## src/rtl/mem_store_data_forward.sv

```systemverilog
// MEM-stage store-data forwarding against the WB result and a DEPTH-entry retired-write history.
// Optional FWD_PERF_EN adds Fwd_Count, a saturating count of forwarded-store cycles.

module fwd_tag_cmp #(
  parameter int REG_W = 5
) (
  input  logic             vld,
  input  logic [REG_W-1:0] rd,
  input  logic [REG_W-1:0] rt,
  input  logic             store,
  output logic             hit
);
  // $zero never forwards, even if a stale tag slipped through.
  assign hit = store & vld & (rd == rt) & (rt != '0);
endmodule

module mem_store_data_forward #(
  parameter  int DATA_W = 32,
  parameter  int REG_W  = 5,
  parameter  int DEPTH  = 2,
  localparam int SRC_W  = $clog2(DEPTH+1)
) (
  input  logic              Clk,
  input  logic              Reset,
  input  logic              WB_Valid,
  input  logic              WB_RegWrite,
  input  logic [REG_W-1:0]  WB_Rd,
  input  logic [DATA_W-1:0] WB_Data,
  input  logic              MEM_Store,
  input  logic [REG_W-1:0]  MEM_Rt,
  input  logic [DATA_W-1:0] Write_Data_MEM,
  output logic [DATA_W-1:0] Write_Data_MUX_MEM,
  output logic              Fwd_Hit,
  output logic [SRC_W-1:0]  Fwd_Src
`ifdef FWD_PERF_EN
  ,
  output logic [31:0]       Fwd_Count
`endif
);

  // Candidate slot 0 is the live WB write; slots 1..DEPTH are retired history, youngest first.
  logic [DEPTH:1]             vld_pipe;
  logic [DEPTH:1][REG_W-1:0]  rd_pipe;
  logic [DEPTH:1][DATA_W-1:0] data_pipe;

  logic [DEPTH:0]             cand_vld;
  logic [DEPTH:0][REG_W-1:0]  cand_rd;
  logic [DEPTH:0][DATA_W-1:0] cand_data;
  logic [DEPTH:0]             hit_vec;

  assign cand_vld  = {vld_pipe, WB_Valid & WB_RegWrite & (WB_Rd != '0)};
  assign cand_rd   = {rd_pipe, WB_Rd};
  assign cand_data = {data_pipe, WB_Data};

  // History advances only on real retirements; bubbles leave it untouched.
  always_ff @(posedge Clk or posedge Reset) begin
    if (Reset)         vld_pipe <= '0;
    else if (WB_Valid) vld_pipe <= cand_vld[DEPTH-1:0];
  end

  always_ff @(posedge Clk) begin
    if (WB_Valid) begin
      rd_pipe   <= cand_rd[DEPTH-1:0];
      data_pipe <= cand_data[DEPTH-1:0];
    end
  end

  for (genvar k = 0; k <= DEPTH; k++) begin : g_cmp
    fwd_tag_cmp #(.REG_W(REG_W)) u_cmp (
      .vld  (cand_vld[k]),
      .rd   (cand_rd[k]),
      .rt   (MEM_Rt),
      .store(MEM_Store),
      .hit  (hit_vec[k])
    );
  end

  // Scan oldest to youngest so the youngest matching producer wins.
  always_comb begin
    Write_Data_MUX_MEM = Write_Data_MEM;
    Fwd_Hit            = 1'b0;
    Fwd_Src            = '0;
    if (!Reset) begin
      for (int k = DEPTH; k >= 0; k--) begin
        if (hit_vec[k]) begin
          Write_Data_MUX_MEM = cand_data[k];
          Fwd_Hit            = 1'b1;
          Fwd_Src            = SRC_W'(k);
        end
      end
    end
  end

`ifdef FWD_PERF_EN
  always_ff @(posedge Clk or posedge Reset) begin
    if (Reset)                            Fwd_Count <= '0;
    else if (Fwd_Hit && Fwd_Count != '1)  Fwd_Count <= Fwd_Count + 32'd1;
  end
`endif

endmodule

```

## config.mk

```make
export PLATFORM = sky130hd
export DESIGN_NAME = mem_store_data_forward
export DESIGN_NICKNAME = d
export VERILOG_FILES = /design/src/rtl/mem_store_data_forward.sv
export SDC_FILE = /design/constraint.sdc
export NUM_CORES = 1
export LEC_CHECK = 0
export BUFFER_PORTS_ARGS = -buffer_cell sky130_fd_sc_hd__buf_2
export CORE_AREA = 2 2 97 90
export CTS_CLUSTER_DIAMETER = 40
export DETAILED_ROUTE_END_ITERATION = 12
export DIE_AREA = 0 0 99 92
export GPL_TIMING_DRIVEN = 0
export PLACE_DENSITY = 0.87
export SLEW_MARGIN = 10
export SYNTH_ARGS = -nofsm -noshare
export SYNTH_HDL_FRONTEND = slang
export SYNTH_SLANG_ARGS = --single-unit
export TNS_END_PERCENT = 100
```

## constraint.sdc

```tcl
create_clock -name Clk -period 4 [get_ports Clk]
set_input_delay 0.8 -clock Clk [delete_from_list [all_inputs] [get_ports Clk]]
set_output_delay 0.8 -clock Clk [all_outputs]
set_load 0.01 [all_outputs]
```

==> impl_results.md <==
* Worst slew pin tran at 0.7578 ns
* Period utilisation layout at 0.9710
* Total DRC errors in the routed layout at 0
* RePlAce Congestion at 0.8189
* Global routing usage on met3 at 0.05259
* Die W at 99 um
* Critical path arrival at 3.08 ns
* Final WL at 10,200 um
* Startpoint Class: primary input
* Prevailing post-synth register cell: edfxtp_1
* Initial Utilization at 0.4831
* Fillers at 656
* Hold Fails Final Rpt at 0
* TritonRoute pass-1 iters at 4
* Final-report max-slew violation count at 0
* Met1 usage at 0.3133
* Utilization after layout at 0.5924
* Placeable Area at 8208 um2
* Number of setup buffers added after CTS at 0
* # nets final at 526
* Largest net degree at the start of global routing at 46
* F_max at 257.5 MHz
* Crit-path max FO at 33
* Crit Path Category: primary input to output port
* Vias in the first global route at 3,286
* WL per Instance at 18.41 um
* # rows at 32
* Initial DRC count at 231
* Synth unique cells at 32
* # diodes at 0
* Worst hold endpoint: cand_data[80]
* Pwr Density at 362.5 nW/um2
* RSZ-0062 raised after global routing: false
* Cell Chain, Critical Path: buf_4, nand4_1, nor4_4, clkbuf_1, a31oi_1, o31ai_1, buf_2
* DP HPWL at 7198 um
* I/O Buffers at 113
* Worst VDD drop at 0.2095 mV
* CTS resizes at 0
* Share of cells above drive strength 1 at 0.3385
* Syn Area/Cell at 12.31 um2
* TritonCTS clock tree: done
* Slowest CP cell: nor4_4
* Setup Skew at 0.01189 ns
* Yosys Warn Count at 0
* Met2 GRT Util at 0.3497
* Worst-path clk slew at 0.10 ns
* Post-Synthesis Cells at 322
* Via/cell ratio at 6.013
* Status: finished, final reports clean
* Hold Startpoint: cand_data[48]
* CP max stage delay at 0.69 ns
* Initial antenna violation count at 0
* Clk Latency, worst-skew pair at 0.36 ns
* Die area at 9108 um2
* Via count at 3,331
* Number of buffers and inverters on the critical path at 3
* Delay-heaviest family, CP: buffers and inverters
* Ys async rst share at 0.02632
* Grt ovf at 0
* Final setup viols at 0
* First-pass GRT wire length at 16,220 um
* CTS Sinks at 76
* Overall die height at 92 um
* Setup TNS at 0 ns
* Post-synth EDFFs at 74
* I/O pin count at 114
* Synth Cell Area at 3965 um2
* Clock Root Buffer: clkbuf_8
* Hold_ws at 0.4491 ns
* Min-delay worst type: flip-flop to flip-flop
* Total GRT Usage at 0.2295
* Cts hold-fix bufs at 0
* R2R Path Start: vld_pipe[1]
* Min Tclk post-route at 3.884 ns
* Reg-to-reg slack, setup at 3.23 ns
* Worst reg2reg path depth at 1
* R2R Path End: vld_pipe[2]
* Max_cap viols at 0
* WHS Path Cells at 0
* CTS Buf Count at 9
* Slew Limit Headroom at 0.4910
* Grt peak-use layer: met2
* CP Capture Type: output port
* Seq/Total Area, Yosys at 0.5731
* H-tree depth at 3
* Lkg Pwr at 1.820 nW
* Synthesized flop and latch total at 76
* CP required at 3.20 ns
* Post-route ant nets at 0
* CTS max path bufs at 2
* Post-Syn Nets at 401
* Layout area overhead at 22.63%
## layer usage
metal | up-vias | share of wire
li1 | 1525 | -
met1 | 1633 | 0.42
met2 | 153 | 0.48
met3 | 20 | 0.076
met4 | 0 | 0.022
met5 | - | 0
## stage by stage
step	setup slack (ns)	power, mW	cells	cell area [um2]
after global placement	-0.8226	1.218	537	4658
final	0.1162	1.762	554	4862
after detailed placement	0.1526	1.230	538	4681
after global routing	0.004784	1.835	554	4862
after floorplan	0.7760	1.102	322	3965
after CTS	0.1657	1.768	554	4862
## cells in the mapped netlist (all sizes together), types with 2 or more instances
master | instances | area (um2)
edfxtp | 74 | 2222
nand3 | 30 | 150.1
a211oi | 19 | 152.6
and2 | 19 | 118.9
nor2 | 19 | 71.32
o31ai | 18 | 148.9
a21boi | 17 | 127.6
a31oi | 17 | 106.4
a22o | 15 | 131.4
o211ai | 15 | 112.6
o21a | 15 | 112.6
clkbuf | 14 | 52.55
buf | 12 | 98.84
xor2 | 10 | 87.58
nand2 | 6 | 25.03
xnor2 | 5 | 43.79
nor4 | 4 | 76.32
inv | 3 | 11.26
dfrtp | 2 | 50.05
or4 | 2 | 15.01
## logic make-up (layout without fill, tap and decap cells)
logic type	after synthesis	after routing	share of synthesized area
compound gates	118	118	0.2297
buf+inv	30	160	0.04197
mux	2	2	0.005364
simple gates	81	81	0.1168
xor+xnor	15	15	0.03313
flops	76	76	0.5731
## layout by cell type, fill, tap and decap left out, types with 2 or more instances in the layout
cell	instances
inv_6	4
nand2_1	5
buf_4	4
nor2_1	19
and2_1	19
clkinvlp_4	3
or4_1	2
inv_1	3
nor4_4	3
buf_6	5
o211ai_1	15
xor2_1	10
edfxtp_1	74
a22o_1	15
a31oi_1	17
nand3_1	30
a211oi_1	17
clkbuf_8	9
a211oi_2	2
o21a_1	15
o31ai_1	17
xnor2_1	5
a21boi_0	17
clkbuf_1	14
dfrtp_1	2
buf_2	116
## power breakdown
part	switching [mW]	total (mW)	internal (mW)
registers	0.0252	0.968	0.943
clock network	0.315	0.548	0.234
logic	0.143	0.246	0.104
## cell type report
class                      count  area, um2  share of cell area
sequential                    76       2272              0.4673
multi-input combinational    216       1526              0.3139
timing repair buffer         114      588.1              0.1209
buffer                        26      151.4             0.03114
tap                          102      127.6             0.02625
clock buffer                   9      123.9             0.02548
clock inverter                 7      57.56             0.01184
inverter                       4      15.01            0.003088
## how the worst max path moves through the flow
stage / startpoint / to / slack [ns] / cells after the start
6_report: WB_Valid / Write_Data_MUX_MEM[28] / 0.12 / 7
5_1_grt: WB_Valid / Write_Data_MUX_MEM[28] / 0.005 / 7
4_1_cts: WB_Valid / Write_Data_MUX_MEM[28] / 0.17 / 7
3_5_place_dp: WB_Valid / Write_Data_MUX_MEM[28] / 0.15 / 7
3_3_place_gp: WB_Valid / Write_Data_MUX_MEM[14] / -0.82 / 7
2_1_floorplan: WB_Rd[0] / Write_Data_MUX_MEM[17] / 0.78 / 7
## sequential cells by signal, summed over array words and instances, names as in the netlist
signal and count:
vld_pipe 2, cand_rd 10, cand_data 64
Note: power is estimated with default switching activity, not from simulation.
